File: src/rtl/instr_encoder.sv
// instr_encoder: packs discrete instruction fields into 18-bit switch-bank words,
// validates them, and buffers the words in a small FIFO drained over valid/ready.
//
// Ports:
//   clk, rst_n            clock, synchronous active-low reset
//   req_valid/req_ready   request handshake
//   req_op/dest/src1/src2 instruction fields
//   req_imm               signed 16-bit immediate (LOAD/ADDI/SUBI)
//   out_valid/out_ready   issue handshake toward the decoder
//   out_word              packed word: [17:15] op, [14:11] dest, [10:7] src1, [6:0] operand
//   err_pulse             one-cycle flag for a rejected request
//   err_code              last error: 01 immediate range, 10 reserved opcode
//   err_count             saturating count of rejected requests
//   fifo_level            number of buffered words
module instr_encoder #(
  parameter int unsigned FIFO_DEPTH = 4,
  parameter int unsigned IMM_MAX    = 63
) (
  input  logic                          clk,
  input  logic                          rst_n,
  input  logic                          req_valid,
  output logic                          req_ready,
  input  logic [2:0]                    req_op,
  input  logic [3:0]                    req_dest,
  input  logic [3:0]                    req_src1,
  input  logic [3:0]                    req_src2,
  input  logic [15:0]                   req_imm,
  output logic                          out_valid,
  input  logic                          out_ready,
  output logic [17:0]                   out_word,
  output logic                          err_pulse,
  output logic [1:0]                    err_code,
  output logic [7:0]                    err_count,
  output logic [$clog2(FIFO_DEPTH):0]   fifo_level
);

  localparam int unsigned PtrW = $clog2(FIFO_DEPTH);
  localparam int unsigned LvlW = PtrW + 1;

  typedef enum logic [2:0] {
    OpLoad  = 3'b000,
    OpAdd   = 3'b001,
    OpAddi  = 3'b010,
    OpSub   = 3'b011,
    OpSubi  = 3'b100,
    OpMul   = 3'b101,
    OpClear = 3'b110,
    OpRsvd  = 3'b111
  } op_e;

  logic [17:0]     r_mem [FIFO_DEPTH];
  logic [PtrW-1:0] r_wr_ptr;
  logic [PtrW-1:0] r_rd_ptr;
  logic [LvlW-1:0] r_level;
  logic [17:0]     r_hold;
  logic            r_err_pulse;
  logic [1:0]      r_err_code;
  logic [7:0]      r_err_count;

  logic [16:0] w_mag;
  logic        w_range_err;
  logic        w_reject;
  logic [1:0]  w_code;
  logic [17:0] w_word;
  logic        w_empty;
  logic        w_full;
  logic        w_accept;
  logic        w_push;
  logic        w_pop;

  // 17-bit magnitude so that -32768 yields +32768 instead of wrapping to zero.
  assign w_mag       = req_imm[15] ? (17'd0 - {1'b1, req_imm}) : {1'b0, req_imm};
  assign w_range_err = (w_mag > 17'(IMM_MAX));

  always_comb begin
    w_word   = {req_op, req_dest, 11'd0};
    w_reject = 1'b0;
    w_code   = 2'b01;
    case (op_e'(req_op))
      OpLoad: begin
        // A zero immediate never has its sign bit set, so no negative zero.
        w_word[6:0] = {req_imm[15], w_mag[5:0]};
        w_reject    = w_range_err;
      end
      OpAddi, OpSubi: begin
        w_word[10:0] = {req_src1, req_imm[15], w_mag[5:0]};
        w_reject     = w_range_err;
      end
      OpAdd, OpSub, OpMul: begin
        w_word[10:0] = {req_src1, req_src2, 3'b000};
      end
      OpClear: begin
        w_word[10:0] = 11'd0;
      end
      default: begin
        w_reject = 1'b1;
        w_code   = 2'b10;
      end
    endcase
  end

  assign w_empty   = (r_level == '0);
  assign w_full    = (r_level == LvlW'(FIFO_DEPTH));
  assign out_valid = !w_empty;
  assign w_pop     = out_valid && out_ready;
  // A pop on a full FIFO frees the slot in the same cycle.
  assign req_ready = !w_full || w_pop;
  assign w_accept  = req_valid && req_ready;
  assign w_push    = w_accept && !w_reject;

  // When empty, present the last popped word rather than a stale slot.
  assign out_word   = w_empty ? r_hold : r_mem[r_rd_ptr];
  assign err_pulse  = r_err_pulse;
  assign err_code   = r_err_code;
  assign err_count  = r_err_count;
  assign fifo_level = r_level;

  always_ff @(posedge clk) begin
    if (w_push) begin
      r_mem[r_wr_ptr] <= w_word;
    end
  end

  always_ff @(posedge clk) begin
    if (!rst_n) begin
      r_wr_ptr    <= '0;
      r_rd_ptr    <= '0;
      r_level     <= '0;
      r_hold      <= '0;
      r_err_pulse <= 1'b0;
      r_err_code  <= 2'b00;
      r_err_count <= 8'd0;
    end else begin
      if (w_push) begin
        r_wr_ptr <= r_wr_ptr + 1'b1;
      end
      if (w_pop) begin
        r_rd_ptr <= r_rd_ptr + 1'b1;
        r_hold   <= r_mem[r_rd_ptr];
      end
      if (w_push && !w_pop) begin
        r_level <= r_level + 1'b1;
      end else if (!w_push && w_pop) begin
        r_level <= r_level - 1'b1;
      end
      r_err_pulse <= w_accept && w_reject;
      if (w_accept && w_reject) begin
        r_err_code <= w_code;
        if (r_err_count != 8'hFF) begin
          r_err_count <= r_err_count + 8'd1;
        end
      end
    end
  end

endmodule

File: config.mk
export PLATFORM = sky130hd
export DESIGN_NAME = instr_encoder
export DESIGN_NICKNAME = d
export VERILOG_FILES = /design/src/rtl/instr_encoder.sv
export SDC_FILE = /design/constraint.sdc
export NUM_CORES = 1
export LEC_CHECK = 0
export BUFFER_PORTS_ARGS = -buffer_cell sky130_fd_sc_hd__clkbuf_2
export CORE_MARGIN = 2
export CORE_UTILIZATION = 61
export DETAILED_ROUTE_END_ITERATION = 7
export PLACE_DENSITY = 0.84
export SKIP_LAST_GASP = 1
export SYNTH_ARGS = -nofsm -noshare
export SYNTH_HDL_FRONTEND = slang
export SYNTH_SLANG_ARGS = --single-unit
File: constraint.sdc
create_clock -name clk -period 10.5 [get_ports clk]
set_clock_uncertainty 0.05 [all_clocks]
set_input_delay 1.05 -clock clk [delete_from_list [all_inputs] [get_ports clk]]
set_output_delay 1.05 -clock clk [all_outputs]
set_load 0.05 [all_outputs]
# Word-level counts from Yosys, hierarchy flattened
# Memory sizes are Yosys's and may differ from the RTL's. A register that Yosys moved wholly into a read port is not among the register bits.
# Cells that the tools add are included.
classes:
  addsub: 6
  magnitude_cmp: 1
  n_eq_ne: 8
  n_mux: 12
  reduce_logical: 21
op_table:
  columns: ["op", "count"]
  rows:
  - ["2-to-1 mux 18 bit", 1]
  - ["> comparator 17 x 6 -> 1 bit, second input constant", 1]
  - ["2-to-1 mux 17 bit", 1]
  - ["subtractor 1 x 17 -> 17 bit, first input constant", 1]
  - ["case mux 7 bit (2 select lines)", 1]
  - ["== test 3 bit, second input constant", 4]
  - ["adder 8 x 1 -> 8 bit, second input constant", 1]
  - ["!= test 8 bit, second input constant", 1]
  - ["OR reduction 7 bit", 1]
  - ["== test 3 x 2 -> 1 bit, second input constant", 2]
  - ["logical AND 1 bit", 6]
  - ["zero test 3 bit", 2]
  - ["2-to-1 mux 2 bit", 3]
  - ["2-to-1 mux 3 bit", 2]
  - ["OR reduction 3 bit", 2]
  - ["zero test 1 bit", 5]
  - ["OR reduction 5 bit", 1]
  - ["adder 2 x 1 -> 2 bit, second input constant", 2]
  - ["2-to-1 mux 4 bit", 1]
  - ["OR reduction 4 bit", 1]
  - ["adder 3 x 1 -> 3 bit, second input constant", 1]
  - ["== test 3 x 1 -> 1 bit, second input constant", 1]
  - ["subtractor 3 x 1 -> 3 bit, second input constant", 1]
  - ["2-to-1 mux 1 bit", 2]
  - ["other kinds (4)", 4]
totals:
  register_bits: 36
  ramBits: 72
  inputBits: 35
  output_inout_bits: 34
  wordCells: 56
  n_memories: 1
mem_list:
  columns: ["memory", "words", "word_bits", "read_ports", "rd_clocked_by_memory_dff", "write_ports", "line", "text"]
  rows:
  - ["r_mem", 4, 18, 1, 1, 1, "51", "logic [17:0] r_mem [FIFO_DEPTH];"]

# Logic depth before layout (Yosys ltp)
# Gate-level depths: netlist (run 1).
logic_depth:
  word_depth: 10
  ltp_mapped: 14
  mapped_depth_nobuf: 14

# Least setup slack after synthesis (run 1)
# No wires, ideal clock.
synth_timing:
  path_type: "input port to flip-flop"
  start: "in req_imm[6]"
  end: "reg r_level[2] (netlist: fifo_level[2])"
  setup_ns: 0.070
  arrival_time_ns: 4.274
  required_time_ns: 10.380
  path_slack_ns: 6.105
  cell_stages: 13
  n_path_buf: 1
  path_cell_list: "clkbuf_1 > or4_1 > or4_1 > o31ai_1 > o31ai_2 > o31a_1 > nor3_4 > ha_1 > inv_1 > fa_1 > xor2_1 > or3_1 > a21oi_1"
synth_via:
  elab_chain_cells: 9
  elab_cells_between_ends: 11
  classes_between: "add/sub (1); order compare (1); mux (3); reduce/logical (6)"
synth_rtl:
  columns: ["element", "line", "text"]
  rows:
  - ["from (decl)", "27", "input logic [15:0] req_imm,"]
  - ["subtractor 1 x 17 -> 17 bit", "72", "assign w_mag = req_imm[15] ? (17'd0 - {1'b1, req_imm}) : {1'b0, req_imm};"]
  - ["2-to-1 mux 17 bit (*)", "72", null]
  - ["> comparator 17 x 6 -> 1 bit (*)", "73", "assign w_range_err = (w_mag > 17'(IMM_MAX));"]
  - ["case mux 1 bit (2 select lines) (*)", "79", "case (op_e'(req_op))"]
  - ["zero test 1 bit (*)", "109", "assign w_push = w_accept && !w_reject;"]
  - ["logical AND 1 bit (*)", "109", null]
  - ["net w_push", "68", "logic w_push;"]
  - ["zero test 1 bit", "143", "end else if (!w_push && w_pop) begin"]
  - ["logical AND 1 bit", "143", null]
  - ["nonzero test 2 bit (no source line)", null, null]
  - ["to (signal assigned)", "142", "r_level <= r_level + 1'b1;"]
  - ["to (signal assigned)", "144", "r_level <= r_level - 1'b1;"]
  - ["to (decl)", "54", "logic [LvlW-1:0] r_level;"]
# The timed path passes the listed nets; every way through them passes the cells marked *.
# A chain may end at the register's enable or synchronous reset.

# Worst setup path after layout (run 1)
layout_timing:
  start: "in req_imm[5]"
  end: "reg r_level[2] (netlist: fifo_level[2])"
# The elaborated chain is that of the path after synthesis.

==> qor.txt, run 1 <==
ROUTE
----------------------------------------------------------------------------------
Vias                                                                          3394
WL/cell                                                                    17.4 um
DRT Pass-1 Iters                                                                 7
Vias per std cell                                                             6.01
Remaining number of nets flagged by the antenna check after routing              0
DRT iter0 DRCs                                                                 275
WL final                                                                   9850 um
Number of remaining DRC errors                                                   0

DIE
----------------------------------------------------------------------------------
Width of the die                                                           94.3 um
# rows                                                                          32
Initial standard-cell utilization of the core                                63.7%
Die footprint                                                             8890 um2
DIE HEIGHT                                                                 94.3 um
Top Ports                                                                       69
Core Region                                                               7810 um2

SYNTH
----------------------------------------------------------------------------------
Synth cell count leaders                                              edfxtp_1, nand2_1, dfxtp_1
Fraction of the mapped netlist area in simple logic gates                    13.8%
Post-synth top area share                                                    43.5%
Xor/xnor share of the synthesized area                                       1.41%
Most frequently used cell type in the post-synthesis netlist              edfxtp_1
Count of state elements after synthesis                                        110
Largest area contributor in the netlist                                   edfxtp_1
Post-Synth Adder-Cell Area                                                   2.16%
Compound-Gate Fraction of Synth Area                                         8.30%
Post-Synthesis Net Count                                                       440
Proportion of synthesized area in mux cells                                  13.2%
Unique cell type count in the Yosys netlist                                     49
Post-synthesis area per instance                                          12.5 um2
Count of warnings emitted by yosys                                               0
Dominant combinational cell family by area after synthesis            simple AND/OR/NAND/NOR gates
Largest cells by area after synthesis                                 edfxtp_1, dfxtp_1, mux4_2
Syn Std Cell Area                                                         4970 um2
Main synth FF type                                                        edfxtp_1
Fraction of synthesis flops using an asynchronous set or reset pin              0%
Register area share after synthesis                                          58.8%
Instance count of the mapped netlist                                           397
Number of synthesized flops with an enable pin                                  72

WORST SETUP PATH
----------------------------------------------------------------------------------
Nature of the critical path startpoint                                  input port
Crit path max fanout                                                             9
Cell with the most instances on the worst path                               or4_1
Peak per-stage delay on the critical path                                  0.69 ns
Crit path capture type                                                   flip-flop
Worst endpoint data arrival time                                           4.62 ns
Capture point of the worst reg-to-reg path                            fifo_level[2]
Logic depth of the worst register-to-register path                               9
Data required time at the worst endpoint                                  10.72 ns
Beginning of the worst register-to-register path                      fifo_level[0]
WS Path Type                                                          input port to flip-flop
Worst-path cell with the longest stage delay                                 or4_1
Cells along the critical path                                         clkbuf_2, or4_1, or4_1, o31ai_1, o31ai_2, o31a_1, nor3_4, ha_1, inv_1, fa_1, xor2_1, or3_1, a21oi_1
Register-to-Register Setup Slack                                           6.32 ns

PLACED DESIGN
----------------------------------------------------------------------------------
Post-place instance area                                                  5370 um2
Port Buffers                                                                    68
Placer congestion estimate                                                   0.921
Sum of net half-perimeters after detailed placement                        6790 um
Placement Setup Slack                                                      5.73 ns

TIMING
----------------------------------------------------------------------------------
Min setup slack post-route                                                 6.10 ns
Number of endpoints with negative hold slack in the final report                 0
Minimum period implied by the final worst setup slack                      4.40 ns
Slew HR                                                                      31.2%
Count of final setup violators                                                   0
Final cycle utilization of the critical path                                 41.9%
Setup repair after global routing missed its margin                          false
Final count of pins violating max slew                                           0
Maximum frequency from static timing analysis                              227 MHz
Worst Tran Pin Value                                                       1.03 ns
Sum of negative setup slack                                                   0 ns

CLOCK NETWORK
----------------------------------------------------------------------------------
Clk Latency, worst-skew pair                                               0.37 ns
Quantity of hold-fixing buffers added after cts                                  0
Setup bufs post-CTS                                                              0
Clock sink total                                                               110
Root buffer cell                                                          clkbuf_8
Register clock-pin slew on the reported worst setup and hold paths         0.10 ns
Post-cts resize count                                                            0
Number of buffers between clock root and the deepest sink                        2
Number of clock buffers inserted by TritonCTS                                    9
Max H-tree Level                                                                 3
Clock tree from TritonCTS                                                      yes

FINAL LAYOUT
----------------------------------------------------------------------------------
Diodes inserted                                                                  0
Finished layout cell area                                                 5560 um2
Post-layout net count                                                          501
Layout cells sized above 1                                                   27.4%
Layout Area Growth over Synthesis                                            11.8%

POWER
----------------------------------------------------------------------------------
Static Leakage                                                             2.02 nW
Total power consumption of the routed design                               1.39 mW
Pwr per Cell Area                                                       249 nW/um2
Worst vdd rail ir drop                                                    0.143 mV

GLOBAL ROUTE
----------------------------------------------------------------------------------
Residual overflow from global routing                                            0
First-pass GRT wire length                                                15300 um
Vias in the first global route                                                3216
Maximum number of pins on one net before global-route repair                    35
Total routing usage reported by global routing                               22.9%
Number of antenna violations at the first check in global routing                0

RUN STATUS
----------------------------------------------------------------------------------
Run status                                                            finished clean

MIN PATH
----------------------------------------------------------------------------------
Startpoint of the lowest-slack hold path                                 r_hold[3]
Type of the most critical hold path                                   flip-flop to flip-flop
Number of stages on the worst hold path                                          2
Hold endpoint                                                            r_hold[3]

JOB
----------------------------------------------------------------------------------
Reported max-cap violation count                                                 0

==> report_power, final <==
part	switching, mW	internal [mW]	total (mW)	leakage [nW]
clock	0.152	0.0923	0.245	0.0969
combinational	0.419	0.193	0.611	0.952
sequential	0.0263	0.503	0.529	0.970
total	0.597	0.788	1.39	2.02
==> registers in the layout, indices dropped and copies added, names as in the netlist, named ones only <==
name and cells:
err_count 8, r_wr_ptr 2, r_hold 18, err_pulse 1
err_code 2, fifo_level 3, r_rd_ptr 2, r_mem 72
==> cell families (layout without fill, tap and decap cells) <==
| kind of cell | count (synthesis) | after routing |
|---|---|---|
| and+or+nand+nor | 136 | 136 |
| DFF | 110 | 110 |
| AOI/OAI and AO/OA | 65 | 65 |
| muxes | 41 | 41 |
| buffers and inverters | 29 | 95 |
| adders and majority gates | 8 | 8 |
| xor gates and xnor gates | 8 | 8 |
==> worst max-delay path: cells and delay by family <==
kind / cells / cell delay [ns]
compound gates: 4 / 0.92
xor+xnor: 1 / 0.15
fa+ha+maj: 2 / 0.58
buf+inv: 2 / 0.16
simple gates: 4 / 1.73
==> worst max path at each step <==
| stage | from | to | cells past startpoint |
|---|---|---|---|
| floorplan | req_imm[6] | fifo_level[2] | 13 |
| global placement | req_imm[5] | fifo_level[2] | 13 |
| detailed placement | req_imm[5] | fifo_level[2] | 13 |
| CTS | req_imm[4] | fifo_level[2] | 13 |
| global route | fifo_level[0] | fifo_level[2] | 9 |
| finish | req_imm[5] | fifo_level[2] | 13 |
==> final cells by class <==
type	count	area [um2]
clock inverter	7	66.3
inverter	10	37.5
timing repair buffer	69	348
fill	528	2250
clock buffer	9	124
multi-input combinational	258	1930
sequential	110	2920
tap	102	128
==> cell usage in the layout (no fill, tap or decap), types with 8 or more instances in the layout <==
master and instances:
dfxtp_1 38, nor2_1 25, clkbuf_2 68, clkbuf_8 9, o21ai_0 8, or3_1 8
and2_1 12, mux2_2 18, a21oi_1 34, inv_1 8, mux4_2 18, edfxtp_1 72
nand2_1 46
==> per-layer routing <==
metal	part of all wire [%]	routed length (um)	vias up	global-route usage [%]
met5	0	0	-	0
met4	1.4	142	0	7.73
met3	5.8	572	12	3.69
met2	51	4990	126	39.7
met1	42	4150	1639	29.5
li1	-	-	1617	-
==> stage by stage <==
stage          std cells  utilization (%)  hold slack, ns
2_1_floorplan        397                -           0.384
3_3_place_gp         549             68.8           0.389
3_5_place_dp         549             68.8           0.398
4_1_cts              565             71.2           0.413
5_1_grt              565             71.2           0.426
6_report             565             71.2           0.411
(Power assumes the default switching activity.)
==> inputs of run 2 (changes only) <==
--- a/config.mk
+++ b/config.mk
@@ -7,9 +7,9 @@
 export LEC_CHECK = 0
 export BUFFER_PORTS_ARGS = -buffer_cell sky130_fd_sc_hd__clkbuf_2
 export CORE_MARGIN = 2
-export CORE_UTILIZATION = 61
+export CORE_UTILIZATION = 57
 export DETAILED_ROUTE_END_ITERATION = 7
-export PLACE_DENSITY = 0.84
+export PLACE_DENSITY = 0.79
 export SKIP_LAST_GASP = 1
 export SYNTH_ARGS = -nofsm -noshare
 export SYNTH_HDL_FRONTEND = slang
==> constraint.sdc (replaced) <==
create_clock -name clk -period 4.4 [get_ports clk]
set_clock_uncertainty 0.05 [all_clocks]
set_input_delay 0.44 -clock clk [delete_from_list [all_inputs] [get_ports clk]]
set_output_delay 0.44 -clock clk [all_outputs]
set_load 0.05 [all_outputs]
==> run 2 against run 1 <==
  * Power up 140%
  * Clock power rose to 2.6 times the previous value
  * Register-to-register slack worse by 5.1 ns
  * Hold slack worse by 0.18 ns
  * Count of clock-buffer cells in the layout unchanged
  * Global-route usage down 1.2 points
  * Design area up 1.5%
  * Combinational power up 140%
  * Via count up 1.2%
  * Highest routed layer unchanged
==> qor.txt, run 2 (synthesis results as in run 1) <==
TIMING
----------------------------------------------------------------------------------
Hold Worst Slack                                                          0.232 ns
Number of endpoints with negative hold slack in the final report                 0
Setup repair after global routing missed its margin                          false
Maximum frequency from static timing analysis                              259 MHz
Worst Tran Pin Value                                                      0.980 ns
Count of final setup violators                                                   0
Final cycle utilization of the critical path                                 87.9%
Slew HR                                                                      34.3%
Sum of negative setup slack                                                   0 ns
Minimum period implied by the final worst setup slack                      3.87 ns
Final count of pins violating max slew                                           0

WORST SETUP PATH
----------------------------------------------------------------------------------
Crit path capture type                                                   flip-flop
WS Path Type                                                          input port to flip-flop
Worst endpoint data arrival time                                           4.08 ns
Nature of the critical path startpoint                                  input port
Data required time at the worst endpoint                                   4.62 ns
Crit path max fanout                                                             8

DIE
----------------------------------------------------------------------------------
# rows                                                                          34
Initial standard-cell utilization of the core                                57.9%
DIE HEIGHT                                                                 97.4 um
Width of the die                                                           97.4 um
Core Region                                                               8590 um2
Top Ports                                                                       69
Die footprint                                                             9490 um2

CLOCK NETWORK
----------------------------------------------------------------------------------
Max H-tree Level                                                                 3
Register clock-pin slew on the reported worst setup and hold paths         0.12 ns
Number of clock buffers inserted by TritonCTS                                    9
Clock tree from TritonCTS                                                      yes
Clk Latency, worst-skew pair                                               0.37 ns
Setup bufs post-CTS                                                              0
Post-cts resize count                                                            0
Root buffer cell                                                          clkbuf_8
Clock sink total                                                               110
Quantity of hold-fixing buffers added after cts                                  0
Number of buffers between clock root and the deepest sink                        2

FINAL LAYOUT
----------------------------------------------------------------------------------
Max FFs per register                                                            72
Non-filler cells, final                                                        578
Core utilization of the finished layout                                      65.7%
Filler Cell Count                                                              637
Most frequent cells in the layout                                     edfxtp_1, clkbuf_2, nand2_1
Layout Area Growth over Synthesis                                            13.5%
Diodes inserted                                                                  0
Layout cells sized above 1                                                   28.7%
Biggest register                                                             r_mem
Most common cell after layout, fill and taps aside                        edfxtp_1
Post-layout net count                                                          508

POWER
----------------------------------------------------------------------------------
Static Leakage                                                             2.06 nW
Logic pwr share                                                              43.1%
Pwr per Cell Area                                                       598 nW/um2
Share of power burned in registers                                           38.3%
Switching part of the total                                                  43.4%
Total power consumption of the routed design                               3.38 mW
Power dissipated by switching net loads                                    1.47 mW
Clock network power share                                                    18.6%
Worst vdd rail ir drop                                                    0.359 mV
Design internal power                                                      1.91 mW

GLOBAL ROUTE
----------------------------------------------------------------------------------
Maximum number of pins on one net before global-route repair                    35
Total routing usage reported by global routing                               21.7%
Number of antenna violations at the first check in global routing                0
Residual overflow from global routing                                            0
First-pass GRT wire length                                                16300 um
Vias in the first global route                                                3281

MIN PATH
----------------------------------------------------------------------------------
Type of the most critical hold path                                   input port to flip-flop

ROUTE
----------------------------------------------------------------------------------
WL final                                                                  10100 um
DRT Pass-1 Iters                                                                 5
Number of remaining DRC errors                                                   0
DRT iter0 DRCs                                                                 246
Vias per std cell                                                             5.94
Remaining number of nets flagged by the antenna check after routing              0
WL/cell                                                                    17.5 um
Vias                                                                          3435

RUN STATUS
----------------------------------------------------------------------------------
Run status                                                            finished clean

PLACED DESIGN
----------------------------------------------------------------------------------
Placer congestion estimate                                                   0.892
Cell count after placement                                                     562
Sum of net half-perimeters after detailed placement                        7000 um
Port Buffers                                                                    68

JOB
----------------------------------------------------------------------------------
Reported max-cap violation count                                                 0

-- run 2: power groups by stage --
stage / Clock (mW) / Combinational, mW / Sequential, mW
after global routing: 0.671 / 1.53 / 1.31
final: 0.628 / 1.45 / 1.29
after floorplan: 0 / 1.13 / 1.32
after global placement: 0 / 1.44 / 1.31
after detailed placement: 0 / 1.46 / 1.32
after CTS: 0.632 / 1.46 / 1.30
-- run 2: final cells by class --
| class | count | area (um2) | share of cell area [%] |
|---|---|---|---|
| clock inverter | 7 | 90.1 | 1.60 |
| tap | 108 | 135 | 2.39 |
| multi-input combinational | 258 | 1930 | 34.3 |
| inverter | 10 | 37.5 | 0.665 |
| clock buffer | 9 | 124 | 2.19 |
| timing repair buffer | 76 | 400 | 7.09 |
| sequential | 110 | 2920 | 51.8 |
-- run 2: worst paths after layout --
check	slack, ns	startpoint	depth (start not counted)	to
worst max-delay path	0.53	req_imm[0]	15	fifo_level[2]
worst min-delay path	0.23	req_dest[2]	1	r_mem[1][13]
worst max register to register	1.25	fifo_level[0]	10	fifo_level[2]
worst min register to register	0.41	r_hold[4]	2	r_hold[4]
-- run 2: per-layer routing --
metal | global-route usage [%] | part of all wire (%)
met5 | 0 | 0
met4 | 6.09 | 0.69
met3 | 3.38 | 4.7
met2 | 37.7 | 52
met1 | 28.5 | 43
-- run 2: per-stage QoR --
stage                     setup WS, ns  instance area [um2]
after floorplan                  0.615                 4970
after global placement           0.391                 5430
after detailed placement         0.230                 5430
after CTS                        0.598                 5640
after global routing             0.374                 5640
final                            0.534                 5640
-- run 2: critical path, cell delays in order --
cell	delay (ns)
clkbuf_2	0.10
inv_1	0.08
ha_1	0.31
or3b_2	0.46
or4_1	0.40
o31ai_1	0.29
o31ai_2	0.15
o31a_1	0.37
nor3_4	0.20
ha_1	0.22
inv_1	0.06
fa_1	0.37
xor2_1	0.16
or3_1	0.31
a21oi_1	0.17
